## config.mk

```make
export PLATFORM = sky130hd
export DESIGN_NAME = gp_maxpool_core
export DESIGN_NICKNAME = d
export VERILOG_FILES = /design/src/rtl/gp_axis_pkg.sv /design/src/rtl/gp_pool_max_acc.sv /design/src/rtl/gp_maxpool_core.sv
export SDC_FILE = /design/constraint.sdc
export NUM_CORES = 1
export LEC_CHECK = 0
export ABC_AREA = 0
export CORE_MARGIN = 2
export CORE_UTILIZATION = 44
export DETAILED_ROUTE_END_ITERATION = 10
export HOLD_SLACK_MARGIN = 0.06
export PLACE_DENSITY = 0.69
export SETUP_SLACK_MARGIN = 0.1
export SYNTH_ARGS = -nofsm -noshare
export SYNTH_HDL_FRONTEND = slang
export SYNTH_SLANG_ARGS = --single-unit
```

## constraint.sdc

```tcl
create_clock -name clk -period 7.4 [get_ports clk]
set_input_delay 1.48 -clock clk [delete_from_list [all_inputs] [get_ports clk]]
set_output_delay 1.48 -clock clk [all_outputs]
set_load 0.01 [all_outputs]
```

## src/rtl/gp_axis_pkg.sv

```systemverilog
// Shared defaults, FSM state encoding and small helpers for the max-pool core.
// Used by the core and by its running-max accumulator.
package gp_axis_pkg;

    localparam int unsigned DATA_WIDTH_DEF   = 32;
    localparam int unsigned IN_DATA_NUM_DEF  = 8;
    localparam int unsigned OUT_DATA_NUM_DEF = 4;

    typedef enum logic [1:0] {
        StIdle   = 2'd0,
        StRead   = 2'd1,
        StDrain  = 2'd2,
        StFinish = 2'd3
    } state_e;

    // Address width that stays legal (>= 1 bit) for single-entry buffers.
    function automatic int unsigned addr_width(input int unsigned n);
        return (n > 1) ? $clog2(n) : 1;
    endfunction

endpackage

```

## src/rtl/gp_pool_max_acc.sv

```systemverilog
// Running signed-maximum register for one pooling group.
// load restarts the group with din; otherwise din replaces max only if strictly greater.
module gp_pool_max_acc
    import gp_axis_pkg::*;
#(
    parameter int unsigned DATA_WIDTH = DATA_WIDTH_DEF
) (
    input  logic                  clk,
    input  logic                  rst,
    input  logic                  load,
    input  logic                  en,
    input  logic [DATA_WIDTH-1:0] din,
    output logic [DATA_WIDTH-1:0] max
);

    logic [DATA_WIDTH-1:0] max_q;
    logic                  greater;

    assign greater = $signed(din) > $signed(max_q);

    always_ff @(posedge clk or posedge rst) begin
        if (rst) begin
            max_q <= '0;
        end else if (en && (load || greater)) begin
            max_q <= din;
        end
    end

    assign max = max_q;

endmodule

```

## src/rtl/gp_maxpool_core.sv

```systemverilog
// 1-D signed max-pool engine: streams IN_DATA_NUM words from the input buffer and
// writes OUT_DATA_NUM group maxima to the output buffer, one job per start edge.
module gp_maxpool_core
    import gp_axis_pkg::*;
#(
    parameter int unsigned DATA_WIDTH   = DATA_WIDTH_DEF,
    parameter int unsigned IN_DATA_NUM  = IN_DATA_NUM_DEF,
    parameter int unsigned OUT_DATA_NUM = OUT_DATA_NUM_DEF,
    localparam int unsigned IN_AW       = addr_width(IN_DATA_NUM),
    localparam int unsigned OUT_AW      = addr_width(OUT_DATA_NUM)
) (
    input  logic                  clk,
    input  logic                  rst,
    input  logic                  axisif_start,
    output logic                  axisif_done,
    output logic [IN_AW-1:0]      axisif_bufferIn_adr,
    input  logic [DATA_WIDTH-1:0] axisif_bufferIn_data,
    output logic [OUT_AW-1:0]     axisif_bufferOut_adr,
    output logic [DATA_WIDTH-1:0] axisif_bufferOut_data,
    output logic                  axisif_bufferOut_wr
);

    localparam int unsigned POOL = IN_DATA_NUM / OUT_DATA_NUM;
    localparam int unsigned PW   = addr_width(POOL);

    localparam logic [IN_AW-1:0]  IN_LAST   = IN_AW'(IN_DATA_NUM - 1);
    localparam logic [OUT_AW-1:0] OUT_LAST  = OUT_AW'(OUT_DATA_NUM - 1);
    localparam logic [PW-1:0]     POOL_LAST = PW'(POOL - 1);

    if ((IN_DATA_NUM % OUT_DATA_NUM) != 0) begin : g_bad_ratio
        $error("gp_maxpool_core: IN_DATA_NUM must be a multiple of OUT_DATA_NUM");
    end

    state_e                state_q, state_d;
    logic                  start_q;
    logic                  done_q;
    logic [IN_AW-1:0]      in_adr_q;
    logic                  rd_vld_q;
    logic [PW-1:0]         pos_q;
    logic [OUT_AW-1:0]     grp_q;
    logic                  wr_q;
    logic [OUT_AW-1:0]     out_adr_q;
    logic [DATA_WIDTH-1:0] out_data_q;

    logic                  launch;
    logic                  capture;
    logic                  first;
    logic                  last;
    logic [DATA_WIDTH-1:0] acc_max;
    logic [DATA_WIDTH-1:0] grp_max;

    // Data for the address issued last cycle is on the bus this cycle.
    assign capture = rd_vld_q;
    assign first   = (pos_q == '0);
    assign last    = (pos_q == POOL_LAST);
    assign grp_max = (first || ($signed(axisif_bufferIn_data) > $signed(acc_max))) ?
                     axisif_bufferIn_data : acc_max;

    gp_pool_max_acc #(
        .DATA_WIDTH (DATA_WIDTH)
    ) u_acc (
        .clk  (clk),
        .rst  (rst),
        .load (capture && first),
        .en   (capture),
        .din  (axisif_bufferIn_data),
        .max  (acc_max)
    );

    always_comb begin
        launch  = (state_q == StIdle) && axisif_start && !start_q;
        state_d = state_q;
        unique case (state_q)
            StIdle:   if (launch) state_d = StRead;
            StRead:   if (in_adr_q == IN_LAST) state_d = StDrain;
            StDrain:  if (wr_q && (out_adr_q == OUT_LAST)) state_d = StFinish;
            StFinish: state_d = StIdle;
            default:  state_d = StIdle;
        endcase
    end

    always_ff @(posedge clk or posedge rst) begin
        if (rst) begin
            state_q    <= StIdle;
            start_q    <= 1'b0;
            done_q     <= 1'b1;
            in_adr_q   <= '0;
            rd_vld_q   <= 1'b0;
            pos_q      <= '0;
            grp_q      <= '0;
            wr_q       <= 1'b0;
            out_adr_q  <= '0;
            out_data_q <= '0;
        end else begin
            state_q  <= state_d;
            start_q  <= axisif_start;
            done_q   <= (state_d == StIdle);
            rd_vld_q <= (state_q == StRead);
            wr_q     <= 1'b0;

            if (state_q == StRead) begin
                in_adr_q <= (in_adr_q == IN_LAST) ? '0 : in_adr_q + IN_AW'(1);
            end

            if (launch) begin
                pos_q <= '0;
                grp_q <= '0;
            end else if (capture) begin
                pos_q <= last ? '0 : pos_q + PW'(1);
                if (last) begin
                    wr_q       <= 1'b1;
                    out_adr_q  <= grp_q;
                    out_data_q <= grp_max;
                    grp_q      <= grp_q + OUT_AW'(1);
                end
            end
        end
    end

    assign axisif_done           = done_q;
    assign axisif_bufferIn_adr   = in_adr_q;
    assign axisif_bufferOut_adr  = out_adr_q;
    assign axisif_bufferOut_data = out_data_q;
    assign axisif_bufferOut_wr   = wr_q;

endmodule

```

Word level (Yosys, flattened, before mapping)
Cells that the tools add are included.
Widths: inputs -> output; s select.

word-level totals
  register bits after elaboration = 78
  input port bits = 35
  output and inout bits = 39
  word-level logic and storage cells = 51

cells by class
  add/subtract/negate cells = 3
  order comparisons = 1
  equal/unequal tests = 5
  mux-type cells = 15
  bitwise operators = 2
  reductions and logical operators = 14

operator list
  kind                 count
  $gt 32x32->1         1
  $mux 32              1
  $mux 2               6
  $pmux 2 s4           1
  $eq 2x2->1 const B   3
  $mux 1               6
  $logic_and 1x1->1    5
  $logic_not 2->1      2
  $reduce_bool 2->1    2
  $add 3x1->3 const B  1
  $eq 3x3->1 const B   1
  $mux 3               1
  $reduce_and 3->1     1
  $add 2x1->2 const B  1
  $eq 2x1->1 const B   1
  $logic_or 1x1->1     2
  $not 1->1            2
  $reduce_and 2->1     1
  $add 1x1->1 const B  1
  $logic_not 1->1      1

Depth between registers and ports, before layout
Gate-level depths: netlist of the first run.

  depth in word-level cells = 6
  gate-level depth with buffers = 10
  gate-level depth less buffers = 9

Modules after synthesis
From an unflattened synthesis of the first run, not the netlist that was laid out.

second synthesis, totals
  cells, all modules = 486
  area, all modules = 5142.4 um2

by module, submodules not included
  module           times used  cells each  area each (um2)  sequential area each (um2)
  gp_maxpool_core  1           299         2944.1           1152.4
  gp_pool_max_acc  1           187         2198.4           800.8

Worst setup path after synthesis of the first run
No wires, ideal clock.

  path kind = input to register
  start = input axisif_bufferIn_data[13]
  end = register u_acc.max_q[0] (netlist: u_acc.max[0])
  library setup time = 0.125 ns
  arrival time = 3.402 ns
  required time = 7.275 ns
  setup slack = 3.873 ns
  stages on the path = 9
  buffers on the path = 1
  cell sequence = ha_1 a21oi_1 o21ai_0 or3_1 o32ai_1 o211ai_2 nand2_2 buf_6 mux2_4

between the ends
  longest elaborated chain between the ends = 3

ends and longest elaborated chain
  item                    line                   RTL
  start: declaration      gp_maxpool_core.sv:17  input logic [DATA_WIDTH-1:0] axisif_bufferIn_data,
  $gt 32x32->1            gp_pool_max_acc.sv:19  assign greater = $signed(din) > $signed(max_q);
  $logic_or 1x1->1        gp_pool_max_acc.sv:24  end else if (en && (load || greater)) begin
  $logic_and 1x1->1       gp_pool_max_acc.sv:24
  end signal: assignment  gp_pool_max_acc.sv:25  max_q <= din;
  end: declaration        gp_pool_max_acc.sv:16  logic [DATA_WIDTH-1:0] max_q;

No other way between the ends.
A chain may end at the register's enable or synchronous reset.

Final worst setup path of the first run
  start = input axisif_bufferIn_data[13]
  end = register u_acc.max_q[29] (netlist: u_acc.max[29])

The elaborated chain is that of the path after synthesis.

==> results.toml, run 1 <==
[clock_network]
ctsResizeCount = 0
cts_buffers = 9
cts_tree = "done"
clockBufferDepth = 2
cts_setup_buffers = 0
cts.sinks = 78
htreeDepth = 3
clk_latency_ps = 330
clkTransAtPathRegs_ps = 80
cts-root-buf = "clkbuf_8"
cts_hold_buf = 0

[routing]
drt-initial-drc-count = 48
routed_wirelength_um = 8106
drc = 0
firstDrtPassIters = 4
vias_per_cell = 5.097
vias = 2844
postRouteAntennaNets = 0
post_drt_wl_per_cell_um = 14.53

[finish]
drive_gt1_share_pct = 14.32
diodes = 0
final_cell_mix = "77 x dfrtp_1, 73 x clkdlybuf4s50_1, 46 x a21oi_1"
layout_commonest_cell = "dfrtp_1"
area_delta_synth_final_pct = 25.38
nNetsFinal = 511

[logic_synthesis]
ys.flop_type = "dfrtp_1"
synth_warnings = 0
syn_area_um2 = 4165
syn-num-nets = 438
async_flop_share_pct = 100.0
syn_avg_cell_area_um2 = 11.29
synth_top_cell_by_area = "dfrtp_1"
yosysTopAreaCellShare_pct = 46.26
synth_edf_count = 0
synth_seq_area_share_pct = 46.89
ys_ff_latch = 78
synth_cell_type_count = 37
synth_cells = 369
ys_top_cells_by_area = "dfrtp_1 46%, mux2_4 11%, ha_1 10%, mux2i_1 7.7%, a21oi_1 5.5%"

[global_route]
grt_pass1_vias = 2842
antenna_found_initial = 0
track_usage_pct = 16.53
grt_pass1_wl_um = 13480
grt_max_degree = 79
overflow = 0

[place]
io_buffers = 73
hpwl_um = 5648
place.gp.congestion = 0.7839

[pwr]
power_density_nw_per_um2 = 464.6
p_leak_nw = 2.540
finalPower_mw = 2.426
ir_drop_mv = 0.2694

[worst_setup_path]
path_cells = "clkdlybuf4s50_1 > ha_1 > a21oi_1 > o21ai_0 > or3_1 > o32ai_1 > o211ai_4 > nand2_2 > mux2_2"
arrival_ps = 4690
critical_path_class = "in2reg"
crit_path_end_kind = "flip-flop"
cp_data_required_time_ps = 7620
cp_slowest_cell = "nand2_2"
path_buf_inv = 1
path_max_fanout = 32
cp_top_family = "simple AND/OR/NAND/NOR gates"
crit_path_max_incr_delay_ps = 810
startpoint_type = "input port"

[sta]
finalCritPeriodShare_pct = 60.47
tns_ps = 0
rsz0062_at_grt = "false"
slew_headroom_pct = 26.60
period_minus_slack_ps = 4475
clock_skew_ps = 7.880
slew_viol_final = 0
fin_hold_ws_ps = 527.6
tightest_slew_ps = 1097
clock.fmax_mhz = 223.5
final-setup-viol-count = 0
hold_viol_final = 0

[die]
core_area_um2 = 9196
num_rows = 35
die_y_um = 101.3
die_w_um = 101.3
start_util_pct = 45.29
pin_count = 74
die_area_um2 = 10260

[flow_run]
maxCapViolations = 0

[status]
status = "completed"

[min_path]
hold_class = "reg2reg"
kinds of logic (layout without fill, tap and decap cells):
group	after synthesis	count (layout)	synth area share, %
AOI/OAI and AO/OA	64	64	8.922
xor gates and xnor gates	3	3	0.6309
adders and majority gates	34	34	10.21
buffers and inverters	51	129	5.407
DFF	78	78	46.89
muxes	69	69	20.40
and+or+nand+nor	70	70	7.540
worst paths after layout:
| path | startpoint | endpoint | slack (ps) | depth (start not counted) |
|---|---|---|---|---|
| setup / recovery | axisif_bufferIn_data[13] | u_acc.max[29] | 2930 | 9 |
| hold / removal | axisif_bufferOut_data[18] | axisif_bufferOut_data[18] | 530 | 2 |
| setup reg to reg | u_acc.max[13] | u_acc.max[29] | 4150 | 9 |
| hold reg to reg | axisif_bufferOut_data[18] | axisif_bufferOut_data[18] | 530 | 2 |
| max in group asynchronous | rst | u_acc.max[22] | 4980 | 3 |
| min in group asynchronous | rst | axisif_bufferOut_data[27] | 1760 | 3 |
area by class of cell:
class	instances	area, um^2
flip-flops and latches	78	1953
repair buffers	76	753.2
clock buffers	13	168.9
well taps	111	138.9
fillers	810	3974
clock inverters	3	65.06
multi-input cells	240	2003
inverters	37	140.1
worst reg2reg max path, delay by kind of cell, from the launching register on:
family | cells | cell delay, ps
buf+inv | 1 | 50
mux | 1 | 430
flops | 1 | 380
simple gates | 2 | 1130
fa+ha+maj | 1 | 290
compound gates | 4 | 860
state kept, by name, indices dropped and copies added (netlist names):
| name | count |
|---|---|
| axisif_bufferOut_data | 32 |
| u_acc.max | 32 |
| axisif_bufferIn_adr | 3 |
| axisif_bufferOut_adr | 2 |
| grp_q | 2 |
| state_q | 2 |
| axisif_bufferOut_wr | 1 |
| axisif_done | 1 |
| capture | 1 |
| last | 1 |
| start_q | 1 |
per-stage QoR:
step / setup slack [ps] / std cells / area [um^2] / util [%]
floorplan: 3873 / 369 / 4165 / -
global placement: 2702 / 542 / 4989 / 54.24
detailed placement: 2627 / 542 / 4989 / 54.24
CTS: 2960 / 558 / 5223 / 56.79
global route: 2739 / 558 / 5223 / 56.79
finish: 2925 / 558 / 5223 / 56.79
routing by layer:
metal,track usage [%],vias to the layer above,share of wire (%)
met5,0,-,0
met4,4.782,0,1.0
met3,3.106,5,3.0
met2,27.00,42,48
met1,22.52,1373,48
li1,-,1424,-
synthesized netlist by cell type (2+ instances only):
| library cell | instances |
|---|---|
| dfrtp_1 | 77 |
| a21oi_1 | 46 |
| nor2_1 | 40 |
| inv_1 | 37 |
| ha_1 | 34 |
| mux2i_1 | 32 |
| mux2_4 | 30 |
| nand2_1 | 10 |
| clkbuf_1 | 8 |
| nand4_1 | 8 |
| mux2_2 | 7 |
| o21ai_0 | 4 |
| buf_4 | 3 |
| buf_6 | 3 |
| o21a_1 | 3 |
| nand3_1 | 2 |
| nor2b_1 | 2 |
| nor3_1 | 2 |
| o22ai_1 | 2 |
| xor2_1 | 2 |
report_power, final:
group          total [mW]  internal [mW]  switching, mW
clock network       0.369          0.218          0.152
logic                1.26          0.698          0.559
registers           0.800          0.648          0.151
No activity file was read; power rests on OpenSTA's default activity.
==> run 2: changes to the inputs <==
--- a/config.mk
+++ b/config.mk
@@ -10,7 +10,7 @@
 export CORE_UTILIZATION = 44
 export DETAILED_ROUTE_END_ITERATION = 10
 export HOLD_SLACK_MARGIN = 0.06
-export PLACE_DENSITY = 0.69
+export PLACE_DENSITY = 0.71
 export SETUP_SLACK_MARGIN = 0.1
 export SYNTH_ARGS = -nofsm -noshare
 export SYNTH_HDL_FRONTEND = slang
==> constraint.sdc (replaced) <==
create_clock -name clk -period 4.08 [get_ports clk]
set_input_delay 0.816 -clock clk [delete_from_list [all_inputs] [get_ports clk]]
set_output_delay 0.816 -clock clk [all_outputs]
set_load 0.01 [all_outputs]
==> run 2 against run 1 <==
Effect of this change: global-route usage up 0.93 points; count of clock-buffer cells in the layout is the same; final area increased by 0.72%; critical path type unchanged; critical endpoint is now axisif_bufferOut_data[28]; largest cell class unchanged.
==> results.toml, run 2 (synthesis gave the netlist of run 1 again) <==
[die]
die_w_um = 101.3
start_util_pct = 45.29
num_rows = 35
die_area_um2 = 10260
core_area_um2 = 9196
pin_count = 74
die_y_um = 101.3

[clock_network]
cts_tree = "done"
ctsResizeCount = 0
cts_setup_buffers = 0
cts-root-buf = "clkbuf_8"
clk_latency_ps = 340
cts.sinks = 78
cts_buffers = 9
cts_hold_buf = 0
clockBufferDepth = 2
htreeDepth = 3
clkTransAtPathRegs_ps = 80

[worst_setup_path]
reg2reg_depth = 9
crit_path_end_kind = "flip-flop"
reg2reg_to = "axisif_bufferOut_data[28]"
critical_path_class = "in2reg"
path_max_fanout = 32
rrSetupSlack_ps = 1280
cp_data_required_time_ps = 4280
startpoint_type = "input port"
rr_startpoint = "u_acc.max[31]"
arrival_ps = 3570

[finish]
final_cell_mix = "77 x dfrtp_1, 73 x clkdlybuf4s50_1, 46 x a21oi_1"
fin_cells = 561
diodes = 0
area_delta_synth_final_pct = 26.28
nNetsFinal = 514
fillers = 798
drive_gt1_share_pct = 14.67
layout_commonest_cell = "dfrtp_1"

[sta]
rsz0062_at_grt = "false"
clock.fmax_mhz = 296.7
tightest_slew_ps = 699.2
final-setup-viol-count = 0
slew_viol_final = 0
hold_viol_final = 0
finalCritPeriodShare_pct = 82.60
tns_ps = 0
slew_headroom_pct = 53.27
period_minus_slack_ps = 3370
clock_skew_ps = 10.03

[pwr]
combPwrFrac_pct = 51.4
pwr-share-clk_pct = 16.2
ir_drop_mv = 0.3624
swShare_pct = 35.47
power_density_nw_per_um2 = 847.7
seq_power_share_pct = 32.4
p_leak_nw = 2.558
p_switching_mw = 1.582
p_int_mw = 2.877

[min_path]
hold_end = "state_q[0]"
hold_class = "reg2reg"
hp-start = "state_q[0]"
hold_depth = 1

[routing]
drt-initial-drc-count = 95
postRouteAntennaNets = 0
drc = 0
vias = 2893
post_drt_wl_per_cell_um = 14.59
vias_per_cell = 5.157
routed_wirelength_um = 8185
firstDrtPassIters = 4

[place]
place_inst = 545
io_buffers = 73
hpwl_um = 5751
place.gp.congestion = 0.8096

[global_route]
grt_pass1_wl_um = 14200
track_usage_pct = 17.45
grt_max_degree = 36
antenna_found_initial = 0
grt_pass1_vias = 3039
overflow = 0

[status]
status = "completed"

[flow_run]
maxCapViolations = 0
-- run 2: cell types whose count changed in the layout (fill, tap and decap cells not counted) --
cell	before	now
buf_4	3	6
clkbuf_1	1	2
bufinv_16	2	3
clkinv_2	2	1
clkbuf_8	12	11
-- run 2: worst max path at each step --
stage                             startpoint                         to  slack [ps]  depth (start not counted)
finish              axisif_bufferIn_data[31]  axisif_bufferOut_data[28]         710                          9
global route        axisif_bufferIn_data[31]  axisif_bufferOut_data[28]         500                          9
CTS                 axisif_bufferIn_data[31]  axisif_bufferOut_data[28]         670                          9
detailed placement  axisif_bufferIn_data[31]  axisif_bufferOut_data[29]         340                          9
global placement    axisif_bufferIn_data[31]  axisif_bufferOut_data[11]         410                          9
floorplan           axisif_bufferIn_data[13]               u_acc.max[0]        1220                          9
-- run 2: layout make-up --
class                           count  area (um^2)  share of cell area, %
Multi-Input combinational cell    240         2003                  38.08
Sequential cell                    78         1953                  37.13
Timing Repair Buffer               79        775.7                  14.75
Clock buffer                       13        158.9                  3.021
Inverter                           37        140.1                  2.664
Tap cell                          111        138.9                  2.640
Clock inverter                      3        90.09                  1.713
-- run 2: critical path: stages --
cell and delay [ps]:
clkdlybuf4s50_1 480, ha_1 330, nand4_1 190, nor4_2 400, o32ai_1 220, o211ai_4 220, buf_4 510, mux2i_1 300
a21oi_1 100
-- run 2: power groups by stage --
stage	logic, mW	registers, mW	clock network [mW]
finish	2.29	1.45	0.721
global route	2.55	1.51	0.768
CTS	2.32	1.45	0.737
detailed placement	2.30	1.46	0
global placement	2.24	1.45	0
floorplan	1.55	1.49	0
-- run 2: metrics by stage --
step / hold slack (ps) / total power [mW] / utilization (%) / setup slack [ps] / cell area [um^2]
3_3_place_gp: 495.4 / 3.695 / 54.49 / 405.3 / 5011
2_1_floorplan: 475.3 / 3.047 / - / 1217 / 4165
6_report: 524.5 / 4.459 / 57.20 / 710.1 / 5260
5_1_grt: 544.4 / 4.829 / 57.20 / 504.0 / 5260
3_5_place_dp: 508.5 / 3.760 / 54.49 / 336.1 / 5011
4_1_cts: 518.8 / 4.508 / 57.20 / 665.5 / 5260
-- run 2: metal layers --
| layer | vias to the layer above | routed length [um] | global-route usage, % |
|---|---|---|---|
| li1 | 1430 | - | - |
| met1 | 1399 | 4013 | 23.89 |
| met2 | 51 | 3720 | 27.25 |
| met3 | 13 | 294 | 3.658 |
| met4 | 0 | 157 | 6.965 |
| met5 | - | 0 | 0 |
==> run 3: changes to the inputs <==
==> constraint.sdc (replaced) <==
create_clock -name clk -period 2.83 [get_ports clk]
set_input_delay 0.566 -clock clk [delete_from_list [all_inputs] [get_ports clk]]
set_output_delay 0.566 -clock clk [all_outputs]
set_load 0.01 [all_outputs]
==> run 3 against run 2 <==
Effect of this change: cell count grew 8.2%; clock skew grew 2.1 ps; sequential power grew 45%; clock power grew 30%; via count grew 8.7%; count of clock-buffer cells in the layout shrank 1; flip-flop and latch count is the same; total power grew 61%; non-clock buffer count grew 46; worst hold slack lost 8.4 ps; core utilization grew 7.8 points; die area is the same.
==> results.toml, run 3 (synthesis gave the netlist of run 1 again) <==
[status]
status = "completed"

[finish]
fillers = 681
diodes = 0
final_area_um2 = 5976
drive_gt1_share_pct = 27.62
final_cell_mix = "77 x dfrtp_1, 46 x a21oi_1, 43 x clkdlybuf4s50_1"
layout_commonest_cell = "dfrtp_1"
area_delta_synth_final_pct = 43.47
nNetsFinal = 560

[worst_setup_path]
rrSetupSlack_ps = 120
critical_path_class = "in2reg"
cp_top_family = "buffers and inverters"
cp_slowest_cell = "ha_4"
path_cells = "clkdlybuf4s15_1 > ha_4 > nand4_1 > or2_1 > a211oi_2 > o32ai_2 > buf_4 > o211ai_4 > buf_12 > clkbuf_16 > mux2i_1 > a21oi_1"
startpoint_type = "input port"
path_buf_inv = 4
crit_path_end_kind = "flip-flop"
crit_path_max_incr_delay_ps = 300
arrival_ps = 2960
path_max_fanout = 11
cp_data_required_time_ps = 3060

[routing]
drt-initial-drc-count = 73
post_drt_wl_per_cell_um = 16.02
drc = 0
vias = 3145
vias_per_cell = 5.181
postRouteAntennaNets = 0
routed_wirelength_um = 9727
firstDrtPassIters = 4

[sta]
finalCritPeriodShare_pct = 96.50
clock.fmax_mhz = 366.2
hold_viol_final = 0
slew_headroom_pct = 62.96
slew_viol_final = 0
tns_ps = 0
period_minus_slack_ps = 2731
rsz0062_at_grt = "true"
final-setup-viol-count = 0
tightest_slew_ps = 554.9
clock_skew_ps = 12.13

[die]
num_rows = 35
die_y_um = 101.3
die_area_um2 = 10260
pin_count = 74
start_util_pct = 45.29
die_w_um = 101.3
core_area_um2 = 9196

[clock_network]
cts_buffers = 9
clkTransAtPathRegs_ps = 80
clk_latency_ps = 360
clockBufferDepth = 2
cts_tree = "done"
cts_hold_buf = 0
cts.sinks = 78
htreeDepth = 3
cts-root-buf = "clkbuf_8"

[place]
place_area_um2 = 5291
io_buffers = 73
hpwl_um = 6208
place.gp.congestion = 0.7665

[global_route]
overflow = 0
grt_pass1_vias = 3077
grt_pass1_wl_um = 14640
antenna_found_initial = 0
grt_max_degree = 49
track_usage_pct = 18.25

[pwr]
ir_drop_mv = 0.5567
finalPower_mw = 7.197
p_leak_nw = 3.017
power_density_nw_per_um2 = 1204

[min_path]
hold_class = "in2reg"

[flow_run]
maxCapViolations = 0
-- run 3: cell types whose count changed in the layout (fill, tap and decap cells not counted), sizes merged, moves of 2 or more --
cell,previous run,this run
dlymetal6s2s,0,19
buf,6,50
clkinv,1,3
clkdlybuf4s50,73,43
dlygate4sd2,0,8
clkbuf,13,16
-- run 3: layout make-up --
class	count	area [um^2]	share of cell area [%]
Timing Repair Buffer	125	1264	21.15
Tap cell	111	138.9	2.324
Multi-Input combinational cell	240	2265	37.90
Inverter	37	140.1	2.345
Clock buffer	12	145.1	2.429
Sequential cell	78	1953	32.68
Clock inverter	4	70.07	1.173
-- run 3: where the power goes --
group	internal [mW]	total, mW	switching [mW]	leakage (nW)
clock	0.519	0.934	0.415	0.110
sequential	1.70	2.10	0.408	0.896
combinational	2.36	4.16	1.80	2.01
-- run 3: worst reg2reg max path: stages (launching register included) --
cell	delay (ps)
dfrtp_1	390
inv_2	60
ha_4	260
nand4_1	140
or2_1	290
a211oi_2	270
o32ai_2	120
buf_4	150
o211ai_4	190
buf_12	160
clkbuf_16	190
mux2i_1	250
a21oi_1	100
-- run 3: worst paths after layout --
kind | to | startpoint | cells past startpoint
worst max-delay path | axisif_bufferOut_data[16] | axisif_bufferIn_data[15] | 12
worst min-delay path | u_acc.max[14] | axisif_bufferIn_data[14] | 2
worst max register to register | axisif_bufferOut_data[16] | u_acc.max[14] | 12
worst min register to register | axisif_bufferOut_data[23] | axisif_bufferOut_data[23] | 2
max in group asynchronous | axisif_done | rst | 3
min in group asynchronous | axisif_bufferOut_data[15] | rst | 2
-- run 3: repair_timing --
| item | 4_1_cts | 5_1_grt |
|---|---|---|
| setup endpoints to repair | 62 | 64 |
| buffers inserted | 2 | 8 |
| gates cloned | 0 | 2 |
| pin swaps | 20 | 28 |
| gates resized for setup | 26 | 47 |
-- run 3: per-layer routing --
| metal | part of all wire (%) | GRT usage [%] | up-vias | wire length [um] |
|---|---|---|---|---|
| met5 | 0 | 0 | - | 0 |
| met3 | 3.2 | 3.244 | 16 | 313 |
| li1 | - | - | 1526 | - |
| met1 | 46 | 24.88 | 1539 | 4490 |
| met2 | 49 | 29.04 | 64 | 4754 |
| met4 | 1.7 | 7.277 | 0 | 168 |
-- run 3: stage by stage --
step           util, %  cells  hold WS, ps  worst slack [ps]
2_1_floorplan        -    369        475.3             216.6
3_3_place_gp     57.54    579        498.1            -401.9
3_5_place_dp     57.54    579        515.1            -493.3
4_1_cts          60.99    597        529.2             100.6
5_1_grt          64.98    607        505.6            -12.27
6_report         64.98    607        516.1             99.10
